## config.mk

```make
export PLATFORM = sky130hd
export DESIGN_NAME = vga_timing_gen
export DESIGN_NICKNAME = d
export VERILOG_FILES = /design/src/rtl/vga_pkg.sv /design/src/rtl/vga_timing_gen_sync_delay.sv /design/src/rtl/vga_timing_gen.sv
export SDC_FILE = /design/constraint.sdc
export NUM_CORES = 1
export LEC_CHECK = 0
export BUFFER_PORTS_ARGS = -buffer_cell sky130_fd_sc_hd__buf_4
export CORE_MARGIN = 2
export CORE_UTILIZATION = 50
export DETAILED_ROUTE_END_ITERATION = 12
export HOLD_SLACK_MARGIN = 0.02
export PLACE_DENSITY_LB_ADDON = 0.25
export SLEW_MARGIN = 20
export SYNTH_ARGS = -nofsm -noshare
export SYNTH_HDL_FRONTEND = slang
export SYNTH_SLANG_ARGS = --single-unit
export TNS_END_PERCENT = 1
```

## constraint.sdc

```tcl
create_clock -name vga_clk -period 2.4 [get_ports vga_clk]
set_clock_uncertainty 0.2 [all_clocks]
set_input_delay 0.24 -clock vga_clk [delete_from_list [all_inputs] [get_ports vga_clk]]
set_output_delay 0.24 -clock vga_clk [all_outputs]
set_load 0.005 [all_outputs]
```

## src/rtl/vga_pkg.sv

```systemverilog
// Shared timing constants and types for the VGA raster generator.
package vga_pkg;

    localparam int VGA_H_ACTIVE = 640;
    localparam int VGA_H_FP     = 16;
    localparam int VGA_H_SYNC   = 96;
    localparam int VGA_H_BP     = 48;
    localparam int VGA_V_ACTIVE = 480;
    localparam int VGA_V_FP     = 10;
    localparam int VGA_V_SYNC   = 2;
    localparam int VGA_V_BP     = 33;

    localparam int VGA_H_TOTAL = VGA_H_ACTIVE + VGA_H_FP + VGA_H_SYNC + VGA_H_BP;
    localparam int VGA_V_TOTAL = VGA_V_ACTIVE + VGA_V_FP + VGA_V_SYNC + VGA_V_BP;

    typedef logic [9:0] pix_coord_t;

    typedef enum logic [1:0] {
        HOLD  = 2'd0,
        START = 2'd1,
        RUN   = 2'd2
    } tg_state_e;

endpackage

```

## src/rtl/vga_timing_gen_sync_delay.sv

```systemverilog
// Fixed-depth shift register for sync signals; every stage resets to 1 (inactive).
module sync_delay_line #(
    parameter int DEPTH = 1,
    parameter int WIDTH = 2
) (
    input  logic             vga_clk,
    input  logic             reset_n,
    input  logic [WIDTH-1:0] d,
    output logic [WIDTH-1:0] q
);

    generate
        if (DEPTH == 0) begin : g_bypass
            assign q = d;
        end else begin : g_shift
            logic [WIDTH-1:0] stage [DEPTH];

            always_ff @(posedge vga_clk or negedge reset_n) begin
                if (!reset_n) begin
                    for (int i = 0; i < DEPTH; i++) stage[i] <= '1;
                end else begin
                    stage[0] <= d;
                    for (int i = 1; i < DEPTH; i++) stage[i] <= stage[i-1];
                end
            end

            assign q = stage[DEPTH-1];
        end
    endgenerate

endmodule

```

## src/rtl/vga_timing_gen.sv

```systemverilog
// VGA raster/sync generator: DrawX/DrawY/blank plus delayed hs/vs.
// Optional 8-bit frame counter output when VGA_FRAME_COUNTER_EN is defined.
module vga_timing_gen
    import vga_pkg::*;
#(
    parameter int H_ACTIVE = VGA_H_ACTIVE,
    parameter int H_FP     = VGA_H_FP,
    parameter int H_SYNC   = VGA_H_SYNC,
    parameter int H_BP     = VGA_H_BP,
    parameter int V_ACTIVE = VGA_V_ACTIVE,
    parameter int V_FP     = VGA_V_FP,
    parameter int V_SYNC   = VGA_V_SYNC,
    parameter int V_BP     = VGA_V_BP,
    parameter int SYNC_DLY = 1
) (
    input  logic       vga_clk,
    input  logic       reset_n,
    output pix_coord_t DrawX,
    output pix_coord_t DrawY,
    output logic       blank,
    output logic       hs,
    output logic       vs,
    output logic       frame_start,
    output logic       line_start,
    output tg_state_e  state_dbg
`ifdef VGA_FRAME_COUNTER_EN
    ,
    output logic [7:0] frame_count
`endif
);

    localparam int H_TOTAL = H_ACTIVE + H_FP + H_SYNC + H_BP;
    localparam int V_TOTAL = V_ACTIVE + V_FP + V_SYNC + V_BP;

    generate
        if (H_TOTAL > 1024) begin : g_err_h
            $error("vga_timing_gen: H_TOTAL exceeds 1024");
        end
        if (V_TOTAL > 1024) begin : g_err_v
            $error("vga_timing_gen: V_TOTAL exceeds 1024");
        end
        if (SYNC_DLY < 0 || SYNC_DLY > 3) begin : g_err_d
            $error("vga_timing_gen: SYNC_DLY must be 0..3");
        end
    endgenerate

    localparam pix_coord_t H_LAST  = pix_coord_t'(H_TOTAL - 1);
    localparam pix_coord_t V_LAST  = pix_coord_t'(V_TOTAL - 1);
    localparam pix_coord_t H_ACT_C = pix_coord_t'(H_ACTIVE);
    localparam pix_coord_t V_ACT_C = pix_coord_t'(V_ACTIVE);
    localparam pix_coord_t HS_BEG  = pix_coord_t'(H_ACTIVE + H_FP);
    localparam pix_coord_t HS_END  = pix_coord_t'(H_ACTIVE + H_FP + H_SYNC);
    localparam pix_coord_t VS_BEG  = pix_coord_t'(V_ACTIVE + V_FP);
    localparam pix_coord_t VS_END  = pix_coord_t'(V_ACTIVE + V_FP + V_SYNC);

    localparam logic [1:0] S_HOLD  = 2'd0;
    localparam logic [1:0] S_START = 2'd1;
    localparam logic [1:0] S_RUN   = 2'd2;

    logic [1:0] state;
    pix_coord_t hc, vc;
    pix_coord_t hc_nxt, vc_nxt;
    logic       hs_raw, vs_raw;

    // In HOLD the next count is forced to (0,0) so the first edge shows pixel (0,0).
    always_comb begin
        hc_nxt = '0;
        vc_nxt = '0;
        if (state != S_HOLD) begin
            if (hc == H_LAST) begin
                hc_nxt = '0;
                vc_nxt = (vc == V_LAST) ? '0 : vc + pix_coord_t'(1);
            end else begin
                hc_nxt = hc + pix_coord_t'(1);
                vc_nxt = vc;
            end
        end
    end

    always_ff @(posedge vga_clk or negedge reset_n) begin
        if (!reset_n) begin
            state       <= S_HOLD;
            hc          <= '0;
            vc          <= '0;
            blank       <= 1'b0;
            hs_raw      <= 1'b1;
            vs_raw      <= 1'b1;
            frame_start <= 1'b0;
            line_start  <= 1'b0;
        end else begin
            case (state)
                S_HOLD:  state <= S_START;
                S_START: state <= S_RUN;
                default: state <= S_RUN;
            endcase
            hc          <= hc_nxt;
            vc          <= vc_nxt;
            blank       <= (hc_nxt < H_ACT_C) && (vc_nxt < V_ACT_C);
            hs_raw      <= !((hc_nxt >= HS_BEG) && (hc_nxt < HS_END));
            vs_raw      <= !((vc_nxt >= VS_BEG) && (vc_nxt < VS_END));
            frame_start <= (hc_nxt == '0) && (vc_nxt == '0);
            line_start  <= (hc_nxt == '0);
        end
    end

`ifdef VGA_FRAME_COUNTER_EN
    // The START-cycle frame_start does not count, so the first frame reads 0.
    always_ff @(posedge vga_clk or negedge reset_n) begin
        if (!reset_n) begin
            frame_count <= 8'd0;
        end else if (state != S_HOLD && hc_nxt == '0 && vc_nxt == '0) begin
            frame_count <= frame_count + 8'd1;
        end
    end
`endif

    sync_delay_line #(
        .DEPTH (SYNC_DLY),
        .WIDTH (2)
    ) u_sync_dly (
        .vga_clk (vga_clk),
        .reset_n (reset_n),
        .d       ({hs_raw, vs_raw}),
        .q       ({hs, vs})
    );

    assign DrawX     = hc;
    assign DrawY     = vc;
    assign state_dbg = tg_state_e'(state);

endmodule

```

Word level (Yosys, flattened, before mapping)
Index checks and enable logic that the tools add are counted.
{ "word_totals": {"ff_bits": 29, "input_bits": 2, "out_inout_bits": 27} }
{ "classes": {"addsub": 2, "magnitude_cmp": 6, "eq_ne": 2, "n_mux": 6, "reduce_logical": 10} }
{ "op_table": {"columns": ["operator", "n"], "rows": [
  ["$mux W10", 5],
  ["$add A10 B1 Y10 const B", 2],
  ["$eq A10 B10 Y1 const B", 2],
  ["$logic_not A10 Y1", 2],
  ["$lt A10 B10 Y1 const B", 2],
  ["$lt A10 B9 Y1 const B", 2],
  ["$ge A10 B10 Y1 const B", 1],
  ["$ge A10 B9 Y1 const B", 1],
  ["$logic_and A1 B1 Y1", 4],
  ["$logic_not A1 Y1", 2],
  ["$logic_not A2 Y1", 1],
  ["$mux W2", 1],
  ["$reduce_bool A2 Y1", 1]
]} }

Depth between registers and ports, before layout
Gate-level depths: netlist (run 1).
{ "depth": {"ltp_word": 7, "mapped_depth": 9, "depth_no_buf": 8} }

Hierarchy
From an unflattened synthesis (run 1), not the netlist that was laid out.
{ "hier_totals": {"hier_cells": 171, "area_unflattened_um2": 1630.3} }
{ "modules_own_cells": {"columns": ["mod", "instances", "cells_each", "area_each_um2"], "rows": [
  ["vga_timing_gen", 1, 169, 1577.8],
  ["sync_delay_line", 1, 2, 52.6]
]} }

Worst setup path after synthesis (run 1)
Ideal clock, no wire load.
{ "synth_timing": {"kind": "reg-to-reg", "from": "register hc[5] (netlist: DrawX[5])", "to": "register vs_raw", "arrival_time_ns": 2.349, "required_time_ns": 2.108, "slack_ns": -0.241, "path_stages_with_launch": 10, "period_less_slack_ns": 2.641, "cell_sequence": "dfrtp_1 buf_6 or3b_1 buf_2 or4_4 buf_6 o21a_1 o31ai_2 and4_1 nand4_1"} }
{ "synth_between": {"elab_chain_len": 6, "word_cells_on_any_way": 7, "cone_classes": "order compare: 2; eq/ne: 1; mux: 2; reduce/logical: 2"} }
{ "synth_lines": {"columns": ["item", "line", "source"], "rows": [
  ["start, declared", "vga_timing_gen.sv:61", "pix_coord_t hc, vc;"],
  ["start signal, assigned", "vga_timing_gen.sv:96", "hc <= hc_nxt;"],
  ["$eq A10 B10 Y1 *", "vga_timing_gen.sv:70", "if (hc == H_LAST) begin"],
  ["$mux W10 *", "vga_timing_gen.sv:70", null],
  ["$mux W10 *", "vga_timing_gen.sv:69", "if (state != S_HOLD) begin"],
  ["$ge A10 B9 Y1 or $lt A10 B9 Y1 (tied branches)", "vga_timing_gen.sv:100", "vs_raw <= !((vc_nxt >= VS_BEG) && (vc_nxt < VS_END));"],
  ["$logic_and A1 B1 Y1 *", "vga_timing_gen.sv:100", null],
  ["$logic_not A1 Y1 *", "vga_timing_gen.sv:100", null],
  ["end signal, assigned", "vga_timing_gen.sv:100", null],
  ["end, declared", "vga_timing_gen.sv:63", "logic hs_raw, vs_raw;"]
]} }
Every way passes the cells marked *; elsewhere a longest branch is shown, timed or not.

Final worst setup path (run 1)
{ "layout_timing": {"from": "register hc[7] (netlist: DrawX[7])", "to": "register vs_raw"} }
The elaborated chain is that of the path after synthesis.

==> key figures, run 1 <==
Timing
  – Setup TNS Final: 0 ps
  – Worst Setup Slack, final: 26.1 ps
  – Max-slew violation count: 0
  – Share of the clock period used by the worst path after layout: 0.989
  – Transition time of the tightest slew-check pin: around 410 ps
  – Unrepaired setup endpoints after global routing: true
  – Setup Viol. Count Final: 0
  – Shortest clock period the worst path allows after layout: between 2000 and 2500 ps
  – Worst slew slack as a fraction of its limit: 0.726
  – Total count of hold-check failures in the final report: 0
  – Highest Clock Rate: 421 MHz

Global routing
  – Number of global-route vias before repair: 1483
  – Largest net degree at the start of global routing: 30
  – Leftover overflow at the end of global routing: 0
  – GRT Max-Usage Layer: met2
  – GRT met2 Usage: 0.360
  – Global-route track usage on met1: 0.298
  – Met3 Usage GRT: 0.0450
  – Initial antenna violation count: 0
  – Global-route usage over all layers: 0.221
  – Global-route wire length before repair: 6890 µm

Routing
  – Number of remaining DRC errors: 0
  – Number of DRC markers after the initial detailed-route iteration: ~130
  – Vias: 1554
  – Wirelength per Cell: 14.6 µm
  – Antenna Violating Nets Remaining: 0
  – Total routed wirelength: 4120 µm
  – Via/cell ratio: between 5 and 6
  – DRT Pass-1 Iters: 4

Logic synthesis
  – Number of library cell types mapped by synthesis: 46
  – Cells after Synth: 195
  – Yosys Warn Count: 0
  – Post-synth design cell area: 1710 µm²
  – Synth async-reset ratio: 1.00
  – Register bit total from synthesis: 29
  – Post-synth EDFFs: 0
  – Syn_nets: 200
  – Primary flip-flop cell chosen by synthesis mapping: sky130_fd_sc_hd__dfrtp_1
  – Mapped Avg Cell Area: about 8.8 µm²
  – Part of the Yosys area used for sequential elements: 0.427

Cells and area
  – Post-layout nets: 240
  – Number of fill cells: around 300
  – Most frequent cells in the layout: 46 x sky130_fd_sc_hd__buf_4, 34 x sky130_fd_sc_hd__nor2_1, 24 x sky130_fd_sc_hd__dfrtp_1
  – Antenna diode count: 0
  – Area grow syn2layout: 26.7%
  – Fraction of final layout cells sized beyond drive strength 1: 0.305
  – Commonest non-fill, non-tap cell in the layout: sky130_fd_sc_hd__buf_4
  – Number of standard cells in the final layout excluding fillers: 282

Floorplan
  – Horizontal die dimension: between 60 and 70 µm
  – Total number of placement rows: 21
  – Starting density of the core: 0.517
  – Die Outline Area: between 3000 and 4000 µm²
  – Placeable Area: 3310 µm²
  – IO Pins: 29
  – Die Span Y: ~62 µm

Setup path
  – Maximum single-stage delay on the critical path: 480 ps
  – Cell type group with the largest total delay on the critical path: simple AND/OR/NAND/NOR gates
  – CP Max Fanout: 6
  – Crit. Startpoint: DrawX[7]
  – Startpoint type of the worst setup path: register
  – Category of the critical setup timing path: reg2reg
  – Destination of the worst register-to-register timing path: vs_raw
  – Register-to-register setup slack: 30 ps
  – Required time at the worst-slack endpoint: 2460 ps
  – Buffers & Inverters on Critical Path: 0
  – Capturing element type of the critical path: register
  – Series of cell instances along the critical path: or3b_4 > or4_4 > o21a_1 > o31ai_2 > and4_1 > nand4_1
  – Worst EP arrival: about 2400 ps
  – Critical Path Slowest Stage Cell: sky130_fd_sc_hd__or4_4
  – Startpoint of the lowest-slack register-to-register path: DrawX[7]
  – Number of cells on the worst reg-to-reg path: 6

Power and ir drop
  – Internal Pwr Total: 0.660 mW
  – Static power due to leakage: 0.985 nW
  – Clk network pwr share: 0.407
  – Proportion of total power due to net switching: 0.217
  – Power, Total: ~0.84 mW
  – Net switching power of the design: 0.183 mW
  – Combinational fraction of design power: 0.014
  – Power density over cell area: 389 nW/µm²
  – Maximum vdd drop: 0.192 mV
  – Register share of total power: 0.579

CTS
  – TritonCTS clock tree: yes
  – Cts bufs inserted: 5
  – Clock insertion delay at the later pin of the skew report: 330 ps
  – Root Driver: sky130_fd_sc_hd__clkbuf_4
  – Clock-pin slew on the worst setup and hold paths: 90 ps
  – Htree depth: 2
  – Buffers from clock root to sink, at most: 2
  – Clock net sink count: 29

Run status
  – Status: finished clean

Min path
  – Hold Path Class: reg2reg
  – Min-Delay Startpoint: vs_raw
  – End of the worst hold path: u_sync_dly.q[0]
  – Number of instances on the worst hold path: 0

Job
  – Max-cap viol count: 0

Placement
  – Cell count after placement: 272
  – Worst setup slack after placement: 26.5 ps
  – Final RePlAce weighted congestion: 0.907
  – Number of port buffers: 28
  – Detailed placer's ending HPWL: 3100 µm
synthesized netlist by cell type (2+ instances only):
| master | number | area share |
|---|---|---|
| sky130_fd_sc_hd__nor2b_1 | 2 | 0.0073 |
| sky130_fd_sc_hd__o211ai_1 | 3 | 0.013 |
| sky130_fd_sc_hd__and4_1 | 2 | 0.010 |
| sky130_fd_sc_hd__xnor2_1 | 12 | 0.061 |
| sky130_fd_sc_hd__nand4b_1 | 2 | 0.010 |
| sky130_fd_sc_hd__mux2i_1 | 2 | 0.012 |
| sky130_fd_sc_hd__nand2_1 | 12 | 0.026 |
| sky130_fd_sc_hd__xor2_1 | 6 | 0.031 |
| sky130_fd_sc_hd__dfstp_2 | 4 | 0.061 |
| sky130_fd_sc_hd__nor2_1 | 34 | 0.075 |
| sky130_fd_sc_hd__buf_6 | 2 | 0.013 |
| sky130_fd_sc_hd__or3_1 | 2 | 0.0073 |
| sky130_fd_sc_hd__a21oi_1 | 10 | 0.029 |
| sky130_fd_sc_hd__and2_1 | 3 | 0.011 |
| sky130_fd_sc_hd__ha_1 | 3 | 0.022 |
| sky130_fd_sc_hd__clkbuf_1 | 9 | 0.020 |
| sky130_fd_sc_hd__o22ai_1 | 2 | 0.0073 |
| sky130_fd_sc_hd__and3_1 | 3 | 0.011 |
| sky130_fd_sc_hd__nor4_1 | 4 | 0.015 |
| sky130_fd_sc_hd__inv_1 | 9 | 0.020 |
| sky130_fd_sc_hd__o21ai_0 | 2 | 0.0059 |
| sky130_fd_sc_hd__nor3_1 | 6 | 0.018 |
| sky130_fd_sc_hd__nand3_1 | 8 | 0.023 |
| sky130_fd_sc_hd__dfrtp_1 | 25 | 0.37 |
| sky130_fd_sc_hd__a31oi_1 | 2 | 0.0073 |
| sky130_fd_sc_hd__buf_2 | 2 | 0.0059 |
| sky130_fd_sc_hd__nand4_1 | 5 | 0.018 |
area by class of cell:
type                    count  area [µm²]  share of cell area
inverters                   9        33.8              0.0156
flip-flops and latches     29         732               0.338
multi-input cells         143         918               0.424
repair buffers             47         355               0.164
clock buffers               7        65.1              0.0300
clock inverters             1        5.00             0.00231
well taps                  46        57.6              0.0266
power by group through the flow:
stage / Clock [mW] / Sequential (mW) / Combinational [mW]
2_1_floorplan: 0 / 0.498 / 0.000000357
3_3_place_gp: 0 / 0.498 / 0.0106
3_5_place_dp: 0 / 0.498 / 0.0110
4_1_cts: 0.349 / 0.489 / 0.0123
5_1_grt: 0.372 / 0.489 / 0.0141
6_report: 0.344 / 0.489 / 0.0114
routing by layer:
layer	part of all wire	routed length (µm)
met2	0.49	2020
met5	0	0
met4	0.011	47
met3	0.077	318
met1	0.42	1730
worst max path at each step:
stage,end,depth (start not counted)
after floorplan,vs_raw,9
after global placement,frame_start,8
after detailed placement,vs_raw,6
after CTS,vs_raw,6
after global routing,vs_raw,6
final,vs_raw,6
state kept, by name, summed over array words and instances, names as in the netlist:
register	cells
blank	1
line_start	1
u_sync_dly.q	2
frame_start	1
hs_raw	1
DrawX	10
state_dbg	2
vs_raw	1
DrawY	10
through the flow:
stage	area (µm²)	util	hold WS (ps)
global placement	2040	0.615	-22.7
global route	2170	0.655	168
CTS	2120	0.639	161
finish	2170	0.655	160
detailed placement	2040	0.615	-17.1
floorplan	1710	-	-256
logic make-up after synthesis:
kind of cell               Yosys count  synth area share
AOI/OAI and AO/OA                   27             0.102
xor gates and xnor gates            18            0.0922
adders and majority gates            3            0.0219
buffers and inverters               23            0.0607
DFF                                 29             0.427
muxes                                2            0.0117
and+or+nand+nor                     93             0.284
repair_timing:
item / CTS / global route
setup endpoints to repair: 0 / 4
hold endpoints to repair: 29 / 0
gates resized for setup: 0 / 10
setup buffers: 0 / 1
hold buffers: 1 / 0
Power figures use the tool's default switching activity.
==> inputs of run 2 (changes only) <==
--- a/config.mk
+++ b/config.mk
@@ -5,9 +5,10 @@
 export SDC_FILE = /design/constraint.sdc
 export NUM_CORES = 1
 export LEC_CHECK = 0
+export ABC_CLOCK_PERIOD_IN_PS = 2600
 export BUFFER_PORTS_ARGS = -buffer_cell sky130_fd_sc_hd__buf_4
 export CORE_MARGIN = 2
-export CORE_UTILIZATION = 50
+export CORE_UTILIZATION = 55
 export DETAILED_ROUTE_END_ITERATION = 12
 export HOLD_SLACK_MARGIN = 0.02
 export PLACE_DENSITY_LB_ADDON = 0.25
==> constraint.sdc (replaced) <==
create_clock -name vga_clk -period 2.6 [get_ports vga_clk]
set_clock_uncertainty 0.2 [all_clocks]
set_input_delay 0.26 -clock vga_clk [delete_from_list [all_inputs] [get_ports vga_clk]]
set_output_delay 0.26 -clock vga_clk [all_outputs]
set_load 0.005 [all_outputs]
==> run 2 against run 1 <==
Critical path depth unchanged. Setup slack better by 52 ps. Register-to-register slack improved by 50 ps. Sequential share of layout area grew 1.7 points. Non-clock buffer count decreased by 5. Largest power group unchanged.
==> key figures, run 2 (same netlist as run 1, synthesis figures left out) <==
Global routing
  – Largest net degree at the start of global routing: 30 (unchanged)
  – Global-route usage over all layers: 0.249 (+0.0275)
  – Global-route wire length before repair: 6490 µm (-5.7%)
  – Number of global-route vias before repair: 1407 (-5.1%)
  – Leftover overflow at the end of global routing: 0 (unchanged)
  – Initial antenna violation count: 0 (unchanged)

Setup path
  – Startpoint of the lowest-slack register-to-register path: DrawX[5]
  – Capturing element type of the critical path: register
  – Worst EP arrival: 2580 ps (+150 ps)
  – Series of cell instances along the critical path: or3b_1 > or4_4 > o21a_1 > o31ai_2 > and4_1 > nand4_1
  – Category of the critical setup timing path: reg2reg
  – CP Max Fanout: 6 (unchanged)
  – Critical Path Slowest Stage Cell: sky130_fd_sc_hd__or4_4
  – Register-to-register setup slack: 80 ps (+50 ps)
  – Maximum single-stage delay on the critical path: 600 ps (+120 ps)
  – Startpoint type of the worst setup path: register
  – Destination of the worst register-to-register timing path: vs_raw
  – Number of cells on the worst reg-to-reg path: 6 (unchanged)
  – Required time at the worst-slack endpoint: 2650 ps (+190 ps)

Timing
  – Shortest clock period the worst path allows after layout: 2520 ps (+148 ps)
  – Worst slew slack as a fraction of its limit: 0.733 (+0.00666)
  – Unrepaired setup endpoints after global routing: true
  – Setup TNS Final: 0 ps (unchanged)
  – Share of the clock period used by the worst path after layout: 0.970 (-0.0192)
  – Setup Viol. Count Final: 0 (unchanged)
  – Worst hold slack across all endpoints: 159 ps (-1.86 ps)
  – Max-slew violation count: 0 (unchanged)
  – Highest Clock Rate: 397 MHz (-5.9%)
  – Total count of hold-check failures in the final report: 0 (unchanged)
  – Transition time of the tightest slew-check pin: 399 ps (-8.33 ps)

Floorplan
  – Die Outline Area: 3570 µm² (-8.5%)
  – Starting density of the core: 0.570 (+0.0530)
  – Die Span Y: 59.8 µm (-4.4%)
  – Placeable Area: 3000 µm² (-9.3%)
  – Horizontal die dimension: 59.8 µm (-4.4%)
  – IO Pins: 29 (unchanged)
  – Total number of placement rows: 20 (-4.8%)

Min path
  – Min-Delay Startpoint: vs_raw
  – Hold Path Class: reg2reg
  – End of the worst hold path: u_sync_dly.q[0]
  – Number of instances on the worst hold path: 0 (unchanged)

Cells and area
  – Antenna diode count: 0 (unchanged)
  – Commonest non-fill, non-tap cell in the layout: sky130_fd_sc_hd__buf_4
  – Area grow syn2layout: 20.5%
  – Area taken by multi-input logic gates: 888 µm² (-3.3%)
  – Final non-filler cell area: 2060 µm² (-4.9%)
  – Core utilization of the finished layout: 0.686 (+0.0317)
  – Number of fill cells: 243 (-19%)
  – Post-layout nets: 235 (-2.1%)
  – Most frequent cells in the layout: 41 x sky130_fd_sc_hd__buf_4, 34 x sky130_fd_sc_hd__nor2_1, 25 x sky130_fd_sc_hd__dfrtp_1
  – Flip-flop and latch area: 731 µm² (-0.17%)
  – Fraction of final layout cells sized beyond drive strength 1: 0.242 (-0.0627)

CTS
  – Clock insertion delay at the later pin of the skew report: 340 ps (about the same)
  – Clock-pin slew on the worst setup and hold paths: 90 ps (about the same)
  – Buffers from clock root to sink, at most: 2 (unchanged)
  – Post-CTS Setup Repair Bufs: 0 (unchanged)
  – Htree depth: 2 (unchanged)
  – Cts bufs inserted: 5 (unchanged)
  – Clock net sink count: 29 (unchanged)
  – TritonCTS clock tree: yes
  – Root Driver: sky130_fd_sc_hd__clkbuf_4

Routing
  – Number of remaining DRC errors: 0 (unchanged)
  – DRT Pass-1 Iters: 4 (unchanged)
  – Total routed wirelength: 4020 µm (-2.5%)
  – Wirelength per Cell: 15.2 µm (+4.2%)
  – Vias: 1555 (+0.064%)
  – Antenna Violating Nets Remaining: 0 (unchanged)
  – Number of DRC markers after the initial detailed-route iteration: 61 (-54%)
  – Via/cell ratio: 5.89 (+6.9%)

Placement
  – Number of port buffers: 28 (unchanged)
  – Area after detailed placement: 1990 µm² (-2.3%)
  – Final RePlAce weighted congestion: 0.863 (-4.9%)
  – Detailed placer's ending HPWL: 2920 µm (-5.6%)

Run status
  – Status: finished clean

Job
  – Max-cap viol count: 0 (unchanged)

Power and ir drop
  – Power density over cell area: 351 nW/µm² (-9.9%)
  – Static power due to leakage: 0.941 nW (-4.5%)
  – Maximum vdd drop: 0.201 mV (+5.0%)
run 2: power breakdown:
| group | total [mW] | internal (mW) | switching [mW] |
|---|---|---|---|
| Sequential | 0.451 | 0.451 | 0 |
| Combinational | 0.0107 | 0.00200 | 0.00874 |
| Clock | 0.261 | 0.107 | 0.154 |
run 2: final cells by class:
| type | count | share of cell area |
|---|---|---|
| well taps | 33 | 0.0200 |
| flip-flops and latches | 29 | 0.355 |
| multi-input cells | 143 | 0.431 |
| repair buffers | 42 | 0.154 |
| clock buffers | 8 | 0.0237 |
| inverters | 9 | 0.0164 |
run 2: per-stage QoR:
stage                     setup WS, ps  cells  total power, mW
final                             78.3    264            0.723
after global routing             -14.4    264            0.751
after CTS                          113    264            0.730
after detailed placement           146    255            0.470
after global placement             217    255            0.469
after floorplan                  0.317    195            0.460
run 2: how the worst max path moves through the flow:
stage	start	end	slack, ps
after floorplan	DrawX[5]	vs_raw	0.3
after global placement	DrawX[5]	vs_raw	220
after detailed placement	DrawX[5]	vs_raw	150
after CTS	DrawX[0]	vs_raw	110
after global routing	DrawX[0]	frame_start	-10
final	DrawX[5]	vs_raw	80
run 2: critical path: cells and delay by family (launching register included):
kind,cells,cell delay (ps)
AND/OR/NAND/NOR,4,1410
AO/OA/AOI/OAI,2,450
flip-flops,1,390
run 2: layer usage:
metal  wire, µm  up-vias  global-route usage  share of wire
met1       1830      719               0.335           0.46
met3        272       18              0.0823          0.068
met5          0        -                   0              0
li1           -      744                   -              -
met2       1800       74               0.351           0.45
met4        112        0               0.133          0.028
run 2: repair_timing:
action	CTS	global route
hold endpoints to repair	29	0
hold buffers	1	0
gates resized for setup	0	2
setup endpoints to repair	0	2
